`config.mk`:
```
export PLATFORM = sky130hd
export DESIGN_NAME = fcvt_itof_ctrl
export DESIGN_NICKNAME = d
export VERILOG_FILES = /design/src/rtl/fcvt_pkg.sv /design/src/rtl/itof.sv /design/src/rtl/rr_arb2.sv /design/src/rtl/fcvt_itof_ctrl.sv
export SDC_FILE = /design/constraint.sdc
export NUM_CORES = 1
export LEC_CHECK = 0
export BUFFER_PORTS_ARGS = -buffer_cell sky130_fd_sc_hd__clkbuf_2
export CORE_MARGIN = 5
export CORE_UTILIZATION = 35
export CTS_CLUSTER_SIZE = 24
export DETAILED_ROUTE_END_ITERATION = 10
export PLACE_DENSITY = 0.49
export SLEW_MARGIN = 20
export SYNTH_ARGS = -nofsm -noshare
export SYNTH_HDL_FRONTEND = slang
export SYNTH_SLANG_ARGS = --single-unit
```
`constraint.sdc`:
```
create_clock -name clk -period 9.8 [get_ports clk]
set_clock_uncertainty 0.05 [all_clocks]
set_input_delay 0.98 -clock clk [delete_from_list [all_inputs] [get_ports clk]]
set_output_delay 0.98 -clock clk [all_outputs]
set_load 0.02 [all_outputs]
```
`src/rtl/fcvt_pkg.sv`:
```
// Shared constants and helpers for the integer-to-float conversion path.
package fcvt_pkg;

    typedef logic [2:0] rm_t;

    // Rounding-mode encodings as seen on the request ports and frm.
    localparam rm_t RNE = 3'd0;
    localparam rm_t RTZ = 3'd1;
    localparam rm_t RDN = 3'd2;
    localparam rm_t RUP = 3'd3;
    localparam rm_t RMM = 3'd4;
    localparam rm_t DYN = 3'd7;

    // Bit positions inside the 5-bit exception flag vector {NV, DZ, OF, UF, NX}.
    localparam int unsigned NV = 4;
    localparam int unsigned DZ = 3;
    localparam int unsigned OF = 2;
    localparam int unsigned UF = 1;
    localparam int unsigned NX = 0;

    // A resolved rounding mode of 5, 6 or 7 has no defined meaning.
    function automatic logic isReservedRm(input rm_t rm);
        return rm >= 3'd5;
    endfunction

endpackage

```
`src/rtl/itof.sv`:
```
// Integer-to-float converter core: signed/unsigned integer in, IEEE binary out.
module itof
    import fcvt_pkg::*;
#(
    parameter int unsigned intWidth = 64,
    parameter int unsigned expWidth = 8,
    parameter int unsigned sigWidth = 24
) (
    input  logic                         control,
    input  logic                         gate,
    input  logic                         signedOut,
    input  logic [intWidth-1:0]          intIn,
    input  logic [2:0]                   roundingMode,
    output logic [expWidth+sigWidth-1:0] out,
    output logic [4:0]                   exceptionFlags
);

    localparam int unsigned WideW = intWidth + sigWidth + 1;
    localparam int unsigned PosW  = $clog2(intWidth);
    localparam int          Bias  = (1 << (expWidth - 1)) - 1;
    localparam int          ExpMax = (1 << expWidth) - 1;

    // Tininess control has no effect: an integer never produces a subnormal.
    logic unusedControl;
    assign unusedControl = control;

    logic                  neg;
    logic [intWidth-1:0]   mag;
    logic                  nonZero;
    logic [PosW-1:0]       msbPos;
    logic [PosW-1:0]       lzc;
    logic [WideW-1:0]      wide;
    logic [sigWidth-1:0]   sig;
    logic                  guardBit;
    logic                  stickyBit;
    logic                  inexact;
    logic                  roundUp;
    logic [sigWidth:0]     sigRnd;
    logic                  carry;
    logic [sigWidth-2:0]   frac;
    logic [31:0]           expBiased;
    logic                  overflow;
    logic                  toInf;

    // Sign/magnitude split and leading-one search.
    always_comb begin
        neg     = signedOut && intIn[intWidth-1];
        mag     = neg ? (~intIn + intWidth'(1)) : intIn;
        nonZero = |mag;
        msbPos  = '0;
        for (int i = 0; i < int'(intWidth); i++) begin
            if (mag[i]) msbPos = PosW'(i);
        end
    end

    // Normalise so the leading one sits at the top, then pick significand, guard and sticky.
    always_comb begin
        lzc       = PosW'(intWidth - 1) - msbPos;
        wide      = {mag, {(sigWidth + 1){1'b0}}} << lzc;
        sig       = wide[WideW-1 -: sigWidth];
        guardBit  = wide[WideW-1-sigWidth];
        stickyBit = |wide[WideW-2-sigWidth:0];
        inexact   = guardBit || stickyBit;
    end

    // Round-increment decision per rounding mode.
    always_comb begin
        case (roundingMode)
            RNE:     roundUp = guardBit && (stickyBit || sig[0]);
            RTZ:     roundUp = 1'b0;
            RDN:     roundUp = neg && inexact;
            RUP:     roundUp = !neg && inexact;
            RMM:     roundUp = guardBit;
            default: roundUp = 1'b0;
        endcase
    end

    // Apply rounding, renormalise on carry-out and pack the result.
    always_comb begin
        sigRnd    = {1'b0, sig} + {{sigWidth{1'b0}}, roundUp};
        carry     = sigRnd[sigWidth];
        frac      = carry ? '0 : sigRnd[sigWidth-2:0];
        expBiased = 32'(Bias) + 32'(msbPos) + 32'(carry);
        // Only reachable for narrow exponents relative to intWidth.
        overflow  = expBiased >= 32'(ExpMax);
        toInf     = (roundingMode == RNE) || (roundingMode == RMM) ||
                    ((roundingMode == RUP) && !neg) || ((roundingMode == RDN) && neg);
        out            = '0;
        exceptionFlags = '0;
        if (gate && nonZero) begin
            if (overflow) begin
                out = toInf ? {neg, {expWidth{1'b1}}, {(sigWidth - 1){1'b0}}}
                            : {neg, {(expWidth - 1){1'b1}}, 1'b0, {(sigWidth - 1){1'b1}}};
            end else begin
                out = {neg, expBiased[expWidth-1:0], frac};
            end
            exceptionFlags[OF] = overflow;
            exceptionFlags[NX] = inexact || overflow;
        end
    end

endmodule

```
`src/rtl/rr_arb2.sv`:
```
// Two-requester round-robin arbiter with a 1-bit priority pointer.
module rr_arb2 (
    input  logic       clk,
    input  logic       rst,
    input  logic [1:0] valid,
    input  logic       advance,
    output logic [1:0] grant
);

    logic ptr;

    // Contested cycles go to the pointer's port; otherwise grant whoever is valid.
    always_comb begin
        grant = valid;
        if (valid == 2'b11) grant = ptr ? 2'b10 : 2'b01;
    end

    // After each handshake, point at the port that was not just served.
    always_ff @(posedge clk) begin
        if (rst) begin
            ptr <= 1'b0;
        end else if (advance) begin
            ptr <= grant[0];
        end
    end

endmodule

```
`src/rtl/fcvt_itof_ctrl.sv`:
```
// Arbitrates two itof requesters into a two-stage, back-pressurable conversion pipe.
module fcvt_itof_ctrl
    import fcvt_pkg::*;
#(
    parameter int unsigned expWidth = 8,
    parameter int unsigned sigWidth = 24,
    parameter int unsigned intWidth = 64,  // must be at least 33
    parameter int unsigned TAG_W    = 4
) (
    input  logic                         clk,
    input  logic                         rst,
    input  logic                         flush,
    input  logic [2:0]                   frm,
    input  logic [1:0]                   req_valid,
    output logic [1:0]                   req_ready,
    input  logic [intWidth-1:0]          req_a0,
    input  logic [intWidth-1:0]          req_a1,
    input  logic [1:0]                   req_signed,
    input  logic [1:0]                   req_word,
    input  logic [2:0]                   req_rm0,
    input  logic [2:0]                   req_rm1,
    input  logic [TAG_W-1:0]             req_tag0,
    input  logic [TAG_W-1:0]             req_tag1,
    output logic                         out_valid,
    input  logic                         out_ready,
    output logic [expWidth+sigWidth-1:0] out_data,
    output logic [4:0]                   out_flags,
    output logic                         out_illegal,
    output logic                         out_src,
    output logic [TAG_W-1:0]             out_tag
);

    localparam int unsigned DataW = expWidth + sigWidth;

    logic                s1V;
    logic [intWidth-1:0] s1A;
    logic                s1Signed;
    rm_t                 s1Rm;
    logic                s1Illegal;
    logic                s1Src;
    logic [TAG_W-1:0]    s1Tag;

    logic                s1Load;
    logic                s2Load;
    logic [1:0]          grant;
    logic                accept;
    logic                sel;
    logic [intWidth-1:0] selA;
    logic [intWidth-1:0] extA;
    logic                selWord;
    logic                selSigned;
    rm_t                 selRm;
    rm_t                 resRm;
    logic [TAG_W-1:0]    selTag;
    logic [DataW-1:0]    cvtData;
    logic [4:0]          cvtFlags;

    // Stage advance: S2 takes S1 when free or draining; S1 refills unless flushing.
    always_comb begin
        s2Load = s1V && (!out_valid || out_ready);
        s1Load = !flush && (!s1V || s2Load);
    end

    assign req_ready = {2{s1Load}} & grant;
    assign accept    = |req_ready;
    assign sel       = grant[1];

    rr_arb2 uArb (
        .clk     (clk),
        .rst     (rst),
        .valid   (req_valid),
        .advance (accept),
        .grant   (grant)
    );

    // Mux the granted request, extend word operands and resolve the dynamic rounding mode.
    always_comb begin
        selA      = sel ? req_a1 : req_a0;
        selWord   = req_word[sel];
        selSigned = req_signed[sel];
        selRm     = sel ? req_rm1 : req_rm0;
        selTag    = sel ? req_tag1 : req_tag0;
        extA      = selA;
        if (selWord) extA = {{(intWidth - 32){selSigned & selA[31]}}, selA[31:0]};
        resRm     = (selRm == DYN) ? frm : selRm;
    end

    // S1 occupancy: cleared by reset or flush, otherwise follows the handshake.
    always_ff @(posedge clk) begin
        if (rst) begin
            s1V <= 1'b0;
        end else if (flush) begin
            s1V <= 1'b0;
        end else if (s1Load) begin
            s1V <= accept;
        end
    end

    // S1 payload captured on each accepted request.
    always_ff @(posedge clk) begin
        if (s1Load && accept) begin
            s1A       <= extA;
            s1Signed  <= selSigned;
            s1Rm      <= resRm;
            s1Illegal <= isReservedRm(resRm);
            s1Src     <= sel;
            s1Tag     <= selTag;
        end
    end

    itof #(
        .intWidth (intWidth),
        .expWidth (expWidth),
        .sigWidth (sigWidth)
    ) uItof (
        .control        (1'b0),
        .gate           (1'b1),
        .signedOut      (s1Signed),
        .intIn          (s1A),
        .roundingMode   (s1Rm),
        .out            (cvtData),
        .exceptionFlags (cvtFlags)
    );

    // S2 result register: holds while stalled, squashes reserved-rm results to zero.
    always_ff @(posedge clk) begin
        if (rst) begin
            out_valid   <= 1'b0;
            out_data    <= '0;
            out_flags   <= '0;
            out_illegal <= 1'b0;
            out_src     <= 1'b0;
            out_tag     <= '0;
        end else begin
            if (flush) begin
                out_valid <= 1'b0;
            end else if (s2Load) begin
                out_valid <= 1'b1;
            end else if (out_ready) begin
                out_valid <= 1'b0;
            end
            if (s2Load && !flush) begin
                out_data    <= s1Illegal ? '0 : cvtData;
                out_flags   <= s1Illegal ? '0 : cvtFlags;
                out_illegal <= s1Illegal;
                out_src     <= s1Src;
                out_tag     <= s1Tag;
            end
        end
    end

endmodule
```
==> results.ini, run 1 <==
[run_status]
status=finished, final reports clean

[clock_network]
cts_tree=done
cts_buffers=17
htree_num_levels=4
cts.path.max_buffers=2
clkSinkCount=117
clock_latency_ns=0.46
cts_hold_buf=0
cts_root_buffer=clkbuf_16
path_clk_slew_ns=0.06

[floorplan]
dieArea_sq_um=50070
num_io_pins=201
die_h_um=223.8
core_area_sq_um=45280
die_x_um=223.8
start_util_pct=35.32
rows=78

[worst_setup_path]
cp_slowest_cell=xor2_1
cp-end-kind=register
critPathLaunchType=register
required_ns=10.07
path_common_cell=ha_1
critical_path_class=reg2reg
critPathArrivalTime_ns=9.65
crit_fanout=16
slowest_delay_ns=0.68

[yosys]
yosys-top-cells-area=edfxtp_1 (14%), nand2_1 (6.7%), mux2i_1 (6.3%), dfxtp_1 (5.4%), xnor2_1 (3.8%)
postSynthCellCount=2104
synth_edf_count=74
yosysUniqueCellTypes=119
synth_commonest_cells=nand2_1 (287), nor2_1 (146), a21oi_1 (107), o21ai_0 (107), mux2i_1 (101)
avgSynthCellArea_sq_um=7.602
ys_ff_latch=117
post-synth-top-count-cell=nand2_1
synth_top_family_by_area=compound AO/OA/AOI/OAI gates
synth_adder_area_share_pct=0.5476
ys_seq_area_share_pct=19.28
synthXorXnorAreaFrac_pct=6.759
ys.warnings.count=0
synthSimpleGateAreaFrac_pct=26.57
yosys.area.top_type=edfxtp_1
synth_ff_type=edfxtp_1
synth_compound_area_share_pct=32.08
synth_top_cell_area_share_pct=13.89
netlist_area_sq_um=15990
async_flop_share_pct=0
muxShareOfSynthArea_pct=8.081

[min_path]
hp-class=reg2reg

[power_and_ir_drop]
finalPower_mw=2.858
vdd_drop_max_uv=136.7
power_density_nw_per_um2=154.7
power_leakage_nw=6.894

[cells_and_area]
diodes=0
register_area_sq_um=3083
fillers=4736
syn_to_final_growth_pct=15.54
multi_input_area_sq_um=11930
drive_gt1_share_pct=21.40
final_area_sq_um=18480
fin_nets=2439

[detailed_routing]
ant_nets=0
drc=0
vias_per_cell=6.530
routedWlPerCell_um=27.12
routed_wl_mm=78.37
vias=18871
drt_iter0_markers=2159
first_pass_iters=6

[timing]
slew_headroom_pct=15.72
finalSetupTns_ns=0
fmax_ghz=0.1066
whs_ns=0.3979
worstMarginPinSlew_ns=1.264
layout_min_cycle_time_ns=9.378
rsz0062_at_grt=no
drv_slew=0
hold_viol_final=0
setup_viol=0
finalCritPeriodShare_pct=95.69

[placement]
dp.final_hpwl_mm=62.79
gp_congestion=1.017
place_area_sq_um=17910
placement.io_buffers=197

[grt]
antenna_found_initial=0
grt.overflow.total=0
track_usage_pct=30.05
grt_pass1_vias=17673
grt_pass1_wl_mm=115.6
grt_max_degree=78

[flow_run]
maxCapViolCount=0

==> where the power goes <==
group | internal (mW) | total (mW) | switching [mW]
Combinational | 0.543 | 1.66 | 1.12
Sequential | 0.564 | 0.611 | 0.0468
Clock | 0.334 | 0.587 | 0.253
==> cell type report <==
cell class              count  share of cell area (%)
clock inverters            14                  0.6229
flip-flops and latches    117                   16.68
repair buffers            332                   11.09
inverters                  30                  0.6229
multi-input cells        1779                   64.54
clock buffers              18                   2.376
well taps                 600                   4.062
==> flip-flops by register name (all words and copies together), names as in the netlist <==
signal	count
out_data	32
out_flags	2
out_illegal	1
out_src	1
out_tag	4
out_valid	1
s1A	64
s1Illegal	1
s1Rm	3
s1Signed	1
s1Src	1
s1Tag	4
s1V	1
uArb.ptr	1
==> cells in the final DEF (no fill, tap or decap), types with 43 or more instances in the layout <==
cell	Yosys	final
o21ai_0	107	106
dfxtp_1	43	43
nand3_1	73	73
edfxtp_1	74	74
a211oi_1	59	58
clkbuf_2	1	197
o211ai_1	51	51
mux2i_1	101	101
a21oi_1	107	107
buf_4	16	131
nand2_1	287	287
xor2_1	47	47
nor3_1	98	97
nor2_1	146	145
xnor2_1	69	68
==> repair_timing <==
action	4_1_cts	5_1_grt
setup endpoints to repair	0	1
buffers inserted	0	0
resized for setup	0	3
==> metal layers <==
layer  up-vias  global-route usage [%]  routed length (um)
li1       8518                       -                   -
met1      9030                   40.59               32640
met2      1090                   46.24               34240
met3       233                   4.442                6434
met4         0                   16.46                5050
met5         -                       0                   0
==> through the flow <==
stage	cells	utilization (%)	setup slack [ns]
after detailed placement	2858	39.54	0.7752
after floorplan	2106	-	2.119
after global routing	2890	40.81	0.02548
after global placement	2858	39.54	0.5735
final	2890	40.81	0.4220
after CTS	2890	40.77	0.7258
==> cells by family (layout without fill, tap and decap cells) <==
family | count (synthesis) | after routing
buffers and inverters | 210 | 394
AO/OA/AOI/OAI | 694 | 694
other | 1 | 3
flip-flops | 117 | 117
XOR/XNOR | 120 | 120
multiplexers | 122 | 122
AND/OR/NAND/NOR | 833 | 833
adder cells (fa/ha/maj) | 7 | 7
==> worst paths after layout <==
kind | startpoint | to | slack (ns) | cells past startpoint
worst max-delay path | s1A[19] | out_data[29] | 0.42 | 33
worst min-delay path | out_data[13] | out_data[13] | 0.40 | 2
worst max register to register | s1A[19] | out_data[29] | 0.42 | 33
worst min register to register | out_data[13] | out_data[13] | 0.40 | 2
==> worst max-delay path: cells and delay by family (launching register included) <==
kind / cells / cell delay [ns]
AOI/OAI and AO/OA: 10 / 3.65
and+or+nand+nor: 15 / 2.89
xor gates and xnor gates: 2 / 0.85
adders and majority gates: 4 / 0.80
DFF: 1 / 0.49
buffers and inverters: 2 / 0.46
(Power assumes the default switching activity.)
==> inputs of run 2 (changes only) <==
--- a/constraint.sdc
+++ b/constraint.sdc
@@ -4,2 +4,2 @@
 set_output_delay 0.98 -clock clk [all_outputs]
-set_load 0.02 [all_outputs]
+set_load 0.1 [all_outputs]
==> results.ini, run 2 (synthesized netlist as in run 1, its figures left out) <==
[detailed_routing]
first_pass_iters=6  ; unchanged
vias_per_cell=6.536  ; +0.10%
routed_wl_mm=78.85  ; +0.62%
drc=0  ; unchanged
ant_nets=0  ; unchanged
drt_iter0_markers=2384  ; +10%
routedWlPerCell_um=27.28  ; +0.62%
vias=18890  ; +0.10%

[clock_network]
htree_num_levels=4  ; unchanged
post_cts_buffers=0  ; unchanged
path_clk_slew_ns=0.07  ; about the same
clkSinkCount=117  ; unchanged
cts.path.max_buffers=2  ; unchanged
clock_latency_ns=0.46  ; about the same
cts_tree=done
cts_buffers=17  ; unchanged
cts_hold_buf=0  ; unchanged
cts_root_buffer=clkbuf_16

[cells_and_area]
final_cell_mix=nand2_1 (287), clkbuf_2 (197), nor2_1 (145)
fillers=4779  ; +0.91%
final_area_sq_um=18550  ; +0.39%
drive_gt1_share_pct=21.40  ; unchanged
fin_nets=2439  ; unchanged
fin_util_pct=40.97  ; +0.16 points
largest-register=s1A
register_area_sq_um=3083  ; unchanged
largest_registers=s1A: 64 flops, out_data: 32 flops
multi_input_area_sq_um=11940  ; about the same
syn_to_final_growth_pct=16.00
diodes=0  ; unchanged
layout_commonest_cell=nand2_1
largest_register_ffs=64  ; unchanged

[timing]
fmax_ghz=0.1062  ; -0.36%
setup_viol=0  ; unchanged
layout_min_cycle_time_ns=9.412  ; +0.03437 ns
worstMarginPinSlew_ns=1.199  ; -0.06528 ns
finalCritPeriodShare_pct=96.04  ; +0.35 points
rsz0062_at_grt=no
slew_headroom_pct=20.07  ; +4.4 points
drv_slew=0  ; unchanged
hold_viol_final=0  ; unchanged
finalSetupTns_ns=0  ; unchanged

[worst_setup_path]
critPathArrivalTime_ns=9.70  ; +0.05 ns
cp_slowest_cell=xor2_1
r2r_cells=33  ; unchanged
rrSetupSlack_ns=0.39  ; -0.03 ns
cp-end-kind=register
required_ns=10.08  ; about the same
crit_fanout=16  ; unchanged
critical_path_class=reg2reg
slowest_delay_ns=0.70  ; +0.02 ns
path_common_cell=ha_1
critPathLaunchType=register

[grt]
grt_pass1_vias=17738  ; +0.37%
grt_pass1_wl_mm=116.1  ; +0.51%
antenna_found_initial=1  ; +1
grt_max_degree=78  ; unchanged
grt.overflow.total=0  ; unchanged
track_usage_pct=30.15  ; +0.098 points

[floorplan]
num_io_pins=201  ; unchanged
rows=78  ; unchanged
start_util_pct=35.32  ; unchanged
die_x_um=223.8  ; unchanged
core_area_sq_um=45280  ; unchanged
dieArea_sq_um=50070  ; unchanged
die_h_um=223.8  ; unchanged

[power_and_ir_drop]
vdd_drop_max_uv=107.9  ; -21%
power_leakage_nw=6.934  ; +0.58%
power_density_nw_per_um2=159.3  ; +3.0%

[flow_run]
maxCapViolCount=0  ; unchanged

[placement]
place_area_sq_um=17910  ; unchanged
gp_congestion=1.021  ; +0.46%
dp.final_hpwl_mm=63.07  ; +0.45%
placement.io_buffers=197  ; unchanged

[min_path]
holdPathStages=2  ; unchanged
hp-class=reg2reg

[run_status]
status=finished, final reports clean

## run 2: cell count changes in the layout (fill, tap and decap cells not counted), moves of 2 or more
cell / delta
clkinvlp_4: -2
clkbuf_16: +3
inv_6: -2
clkinv_2: -2
inv_4: +3
## run 2: metrics by stage
stage          cells  setup slack (ns)  total power, mW  hold WS, ns
2_1_floorplan   2106             2.117            1.643       0.4213
3_3_place_gp    2858            0.6156            2.249       0.3865
3_5_place_dp    2858            0.5896            2.234       0.3908
4_1_cts         2890            0.5689            2.912       0.4001
5_1_grt         2890          0.006341            3.067       0.4167
6_report        2890            0.3877            2.956       0.3963
## run 2: final timing paths
| kind | to | from |
|---|---|---|
| max | out_data[29] | s1A[19] |
| min | out_data[11] | out_data[11] |
| max reg2reg | out_data[29] | s1A[19] |
| min reg2reg | out_data[11] | out_data[11] |
## run 2: final cells by class
cell class | instances | share of cell area, %
Inverter | 30 | 0.6204
Clock inverter | 10 | 0.5463
Sequential cell | 117 | 16.62
Timing Repair Buffer | 332 | 11.05
Tap cell | 600 | 4.046
Multi-Input combinational cell | 1779 | 64.33
Clock buffer | 22 | 2.792
## run 2: repair_timing
action,in CTS,in global routing
hold endpoints to repair,0,0
resized for setup,0,3
endpoints found under the setup margin,0,3
## run 2: power by group
part / leakage, nW / internal (mW) / switching [mW]
registers: 1.06 / 0.564 / 0.0465
clock network: 0.309 / 0.404 / 0.252
logic: 5.57 / 0.543 / 1.15
## run 2: metal layers
metal  wire length, um  global-route usage, %  vias to the layer above
li1                  -                      -                     8506
met1             32880                  40.70                     9000
met2             34920                  46.85                     1135
met3              6438                  4.691                      247
met4              4595                  15.28                        2
met5                13                      0                        -
## run 2: critical path: cells and delay by family, from the launching register on
kind / cells / cell delay (ns)
AOI/OAI and AO/OA: 10 / 3.64
xor gates and xnor gates: 2 / 0.87
adders and majority gates: 4 / 0.82
buffers and inverters: 2 / 0.46
DFF: 1 / 0.47
and+or+nand+nor: 15 / 2.97
